File: src/rtl/core_ctrl_pkg.sv
// Shared step encoding for the RV32 sequencer; fetch, decoder and execute
// decode the broadcast state against these values.
package core_ctrl_pkg;

  typedef enum logic [2:0] {
    IDLE   = 3'd0,
    FETCH  = 3'd1,
    DECODE = 3'd2,
    EXEC   = 3'd3,
    MEM    = 3'd4,
    WRITE  = 3'd5,
    HALTED = 3'd6
  } state_t;

  localparam logic [31:0] PC_STEP = 32'd4;

endpackage

File: src/rtl/core_ctrl_next_pc.sv
// Next-pc select: sequential pc+4 or jump target, with word-alignment check.
module next_pc
  import core_ctrl_pkg::*;
(
  input  logic [31:0] pc,
  input  logic        is_jump_enabled,
  input  logic [31:0] jump_dest,
  output logic [31:0] npc,
  output logic        misalign
);

  assign misalign = is_jump_enabled && (jump_dest[1:0] != 2'b00);

  // A misaligned target leaves pc pointing at the faulting instruction.
  always_comb begin
    npc = pc + PC_STEP;
    if (misalign)             npc = pc;
    else if (is_jump_enabled) npc = jump_dest;
  end

endmodule

File: src/rtl/core_ctrl.sv
// Multi-cycle sequencer: owns pc and the machine step, handshakes with
// instruction/data memory, gates writeback, counts retirements and halts.
module core_ctrl
  import core_ctrl_pkg::*;
#(
  parameter logic [31:0] RESET_PC = 32'h0000_0000
) (
  input  logic        clk,
  input  logic        rst,
  output logic        fetch_req,
  input  logic        fetch_ack,
  input  logic        is_mem_op,
  output logic        mem_req,
  input  logic        mem_ack,
  input  logic        is_jump_enabled,
  input  logic [31:0] jump_dest,
  input  logic        halt,
  output logic [2:0]  state,
  output logic [31:0] pc,
  output logic [31:0] pc_instr,
  output logic        reg_write_gate,
  output logic [31:0] retired,
  output logic        misaligned
);

  state_t      state_q, state_d;
  logic        halt_pending;
  logic [31:0] npc;
  logic        jump_misalign;

  next_pc u_next_pc (
    .pc              (pc),
    .is_jump_enabled (is_jump_enabled),
    .jump_dest       (jump_dest),
    .npc             (npc),
    .misalign        (jump_misalign)
  );

  always_comb begin
    state_d = state_q;
    case (state_q)
      IDLE:    state_d = FETCH;
      FETCH:   if (fetch_ack) state_d = DECODE;
      DECODE:  state_d = EXEC;
      EXEC:    state_d = is_mem_op ? MEM : WRITE;
      MEM:     if (mem_ack) state_d = WRITE;
      // A halt arriving during WRITE itself still stops after this retirement.
      WRITE:   state_d = (jump_misalign || halt_pending || halt) ? HALTED : FETCH;
      HALTED:  state_d = HALTED;
      default: state_d = IDLE;
    endcase
  end

  assign state          = state_q;
  assign fetch_req      = (state_q == FETCH);
  assign mem_req        = (state_q == MEM);
  assign reg_write_gate = (state_q == WRITE);

  always_ff @(posedge clk or posedge rst) begin
    if (rst) begin
      state_q      <= IDLE;
      pc           <= RESET_PC;
      pc_instr     <= 32'h0;
      retired      <= 32'h0;
      misaligned   <= 1'b0;
      halt_pending <= 1'b0;
    end else begin
      state_q <= state_d;
      if (halt) halt_pending <= 1'b1;
      if (state_q == DECODE) pc_instr <= pc;
      if (state_q == WRITE) begin
        retired <= retired + 32'd1;
        pc      <= npc;
        if (jump_misalign) misaligned <= 1'b1;
      end
    end
  end

endmodule

File: config.mk
export PLATFORM = sky130hd
export DESIGN_NAME = core_ctrl
export DESIGN_NICKNAME = d
export VERILOG_FILES = /design/src/rtl/core_ctrl_pkg.sv /design/src/rtl/core_ctrl_next_pc.sv /design/src/rtl/core_ctrl.sv
export SDC_FILE = /design/constraint.sdc
export NUM_CORES = 1
export LEC_CHECK = 0
export ABC_AREA = 1
export BUFFER_PORTS_ARGS = -buffer_cell sky130_fd_sc_hd__buf_2
export CAP_MARGIN = 20
export CORE_MARGIN = 5
export CORE_UTILIZATION = 50
export CTS_CLUSTER_SIZE = 20
export DETAILED_ROUTE_END_ITERATION = 16
export GPL_TIMING_DRIVEN = 1
export PLACE_DENSITY_LB_ADDON = 0.3
export SLEW_MARGIN = 20
export SYNTH_ARGS = -nofsm -noshare
export SYNTH_HDL_FRONTEND = slang
export SYNTH_HIERARCHICAL = 1
export SYNTH_SLANG_ARGS = --single-unit
File: constraint.sdc
create_clock -name clk -period 6.7 [get_ports clk]
set_clock_uncertainty 0.2 [all_clocks]
set_input_delay 0.67 -clock clk [delete_from_list [all_inputs] [get_ports clk]]
set_output_delay 0.67 -clock clk [all_outputs]
set_load 0.01 [all_outputs]
==> impl_metrics.py <==
metrics = {
    "outcome": {
        "status": "completed",
    },
    "setup_path": {
        "cp_top_family": "buffers and inverters",
        "critPathArrivalTime_ns": 1.93,
        "critical-path-max-stage-delay_ns": 0.51,
        "crit_path_start_kind": "flip-flop",
        "slowest_stage": "inv_4",
        "path_max_fanout": 72,
        "crit_buf_inv": 3,
        "worst_ep_required_time_ns": 5.83,
        "critical_path_class": "flip-flop to primary output",
        "worst_setup_path_end_kind": "primary output",
        "crit_path_cell_trace": "inv_1, nand3_4, inv_4, buf_2",
    },
    "synth": {
        "syn_area_mm2": 0.005947,
        "ys_warn_count": 6,
        "muxShareOfSynthArea_pct": 0,
        "synth_edf_count": 0,
        "syn_area_per_cell_um2": 7.200,
        "synth_top_area_share_pct": 42.50,
        "synthSimpleGateAreaFrac_pct": 35.68,
        "synth_compound_area_share_pct": 9.804,
        "synthArstFlopShare_pct": 100.0,
        "synth_area_leader_cell": "dfrtp_1",
        "synth_fp_nets": 867,
        "ys.flop_type": "dfrtp_1",
        "synth_xor_area_share_pct": 2.798,
        "yosys-top-cells-area": "dfrtp_1 42%, nand2_1 18%, o21ai_0 7.1%",
        "ys_seq_area_share_pct": 42.50,
        "synth_fa_ha_area_share_pct": 0.4208,
        "netlist_instances": 826,
        "synth_top_family_by_area": "simple AND/OR/NAND/NOR gates",
        "ys_seq_elements": 101,
        "ys_types": 41,
    },
    "route": {
        "vias_per_cell": 5.145,
        "vias": 5690,
        "route.detailed.drc": 0,
        "drt_iter0_drc": 403,
        "avgRoutedWirePerCell_um": 14.06,
        "ant_nets": 0,
        "drt_wl_total_mm": 15.55,
        "first_pass_iters": 5,
    },
    "clocking": {
        "insertion_delay_ns": 0.35,
        "cts-root-buf": "clkbuf_16",
        "cts_inserted_buffers": 9,
        "cts_tree": "done",
        "cts-hold-fix-buffers": 0,
        "cts.clk_slew.worst_paths_ns": 0.07,
        "ctsResizeCount": 0,
        "cts_htree_levels": 3,
        "cts.path.max_buffers": 2,
        "postCtsSetupBuffers": 0,
        "cts.sinks": 101,
    },
    "global_route": {
        "grt_max_degree": 73,
        "gr-total-overflow": 0,
        "grt_pass1_vias": 5373,
        "grt_use_total_pct": 22.18,
        "grt_first_pass_wirelength_mm": 25.94,
        "antenna_found_initial": 0,
    },
    "sta": {
        "min_period_over_period_pct": 41.86,
        "fin_hold_ws_ns": 0.1412,
        "tightest_slew_ns": 0.9947,
        "fin_setup_tns_ns": 0,
        "rsz0062_at_grt": "false",
        "setup_viol_count_final": 0,
        "hold_viol": 0,
        "slew_viol_final": 0,
        "slew_headroom_pct": 33.45,
        "max_freq_mhz": 356.6,
        "period_minus_slack_ns": 2.805,
    },
    "power_and_ir_drop": {
        "power.switching_w": 0.0009477,
        "leakagePower_nw": 3.651,
        "comb_power_share_pct": 35.0,
        "peakVddDrop_mv": 0.1903,
        "cellInternalPower_w": 0.001408,
        "swShare_pct": 40.23,
        "seqPwrFrac_pct": 41.9,
        "clkPwrFrac_pct": 23.1,
        "p_per_area_mw_per_mm2": 333.8,
    },
    "finish": {
        "layout_commonest_cell": "nand2_1",
        "layout_common_cells": "279 x nand2_1, 141 x buf_2, 104 x inv_1",
        "drive_gt1_share_pct": 20.66,
        "final_nets": 999,
        "areaGrowthSynthToFinish_pct": 18.68,
        "diodes": 0,
        "stdcell_area_mm2": 0.007058,
    },
    "placed_design": {
        "io_buffers": 141,
        "placed_area_mm2": 0.006745,
        "dp_hpwl_mm": 11.46,
        "gp_congestion": 0.9112,
    },
    "floorplan": {
        "fp.dieH_um": 119.1,
        "row_count": 39,
        "die_area_mm2": 0.01418,
        "core_area_mm2": 0.01152,
        "die_w_um": 119.1,
        "start_util_pct": 51.64,
        "ioPinCount": 142,
    },
    "worst_hold_path": {
        "min_path_type": "primary input to asynchronous set/reset pin",
    },
    "job": {
        "drv_cap": 0,
    },
}
-- final cells by class --
cell class / count / area (um^2)
Clock buffer: 13 / 270.3
Timing Repair Buffer: 143 / 720.7
Inverter: 110 / 419.2
Fill cell: 1092 / 4458
Multi-Input combinational cell: 593 / 2899
Tap cell: 143 / 178.9
Sequential cell: 101 / 2527
Clock inverter: 3 / 42.54
-- kinds of logic (layout without fill, tap and decap cells) --
group	after synthesis	after routing
AOI/OAI and AO/OA	108	108
and+or+nand+nor	464	464
xor gates and xnor gates	19	19
buffers and inverters	132	269
adders and majority gates	2	2
DFF	101	101
-- power by group through the flow --
stage | registers, W | logic [W] | clock network (W)
6_report | 0.000987 | 0.000824 | 0.000545
5_1_grt | 0.00102 | 0.000937 | 0.000580
2_1_floorplan | 0.00104 | 0.000457 | 0
4_1_cts | 0.000987 | 0.000837 | 0.000556
3_3_place_gp | 0.000993 | 0.000817 | 0
3_5_place_dp | 0.000997 | 0.000830 | 0
-- registers in the layout (all words and copies together), names as in the netlist --
register	cells
pc	32
pc_instr	32
retired	32
state	3
halt_pending	1
misaligned	1
-- worst reg2reg max path: cells and delay by family, from the launching register on --
family	cells	cell delay (ns)
simple gates	4	0.68
xor+xnor	1	0.14
buf+inv	2	0.67
flops	1	0.42
-- path summary, 6_finish.rpt --
check	from	end	slack, ns	cells after the start
min	rst	pc_instr[0]	0.14	2
min reg2reg	halt_pending	halt_pending	0.25	2
max reg2reg	state[1]	retired[20]	4.47	7
min in group clk	halt_pending	halt_pending	0.25	2
max in group asynchronous	rst	retired[26]	4.99	3
max	state[1]	reg_write_gate	3.90	4
-- Yosys cell counts (8+ instances only) --
cell,instances
o21ai_0,84
nor2_4,10
nand2_1,280
nand3_1,55
dfrtp_1,101
inv_1,105
xor2_1,11
buf_2,13
xnor2_1,8
nand3b_1,9
nand4_1,11
nor2_1,68
-- per-layer routing --
layer | vias up | wire length, um | GRT usage, %
li1 | 2873 | - | -
met1 | 2626 | 7089 | 30.72
met2 | 175 | 7147 | 34.86
met3 | 16 | 1117 | 5.261
met4 | 0 | 198 | 6.300
met5 | - | 0 | 0
-- per-stage QoR --
step	utilization, %	setup slack (ns)	std cells	total power [W]
detailed placement	58.57	3.800	1090	0.001826
finish	61.29	3.895	1106	0.002356
global route	61.29	3.750	1106	0.002538
global placement	58.57	3.877	1090	0.001810
floorplan	-	3.183	826	0.001497
CTS	61.29	3.872	1106	0.002380
(Power assumes the default switching activity.)
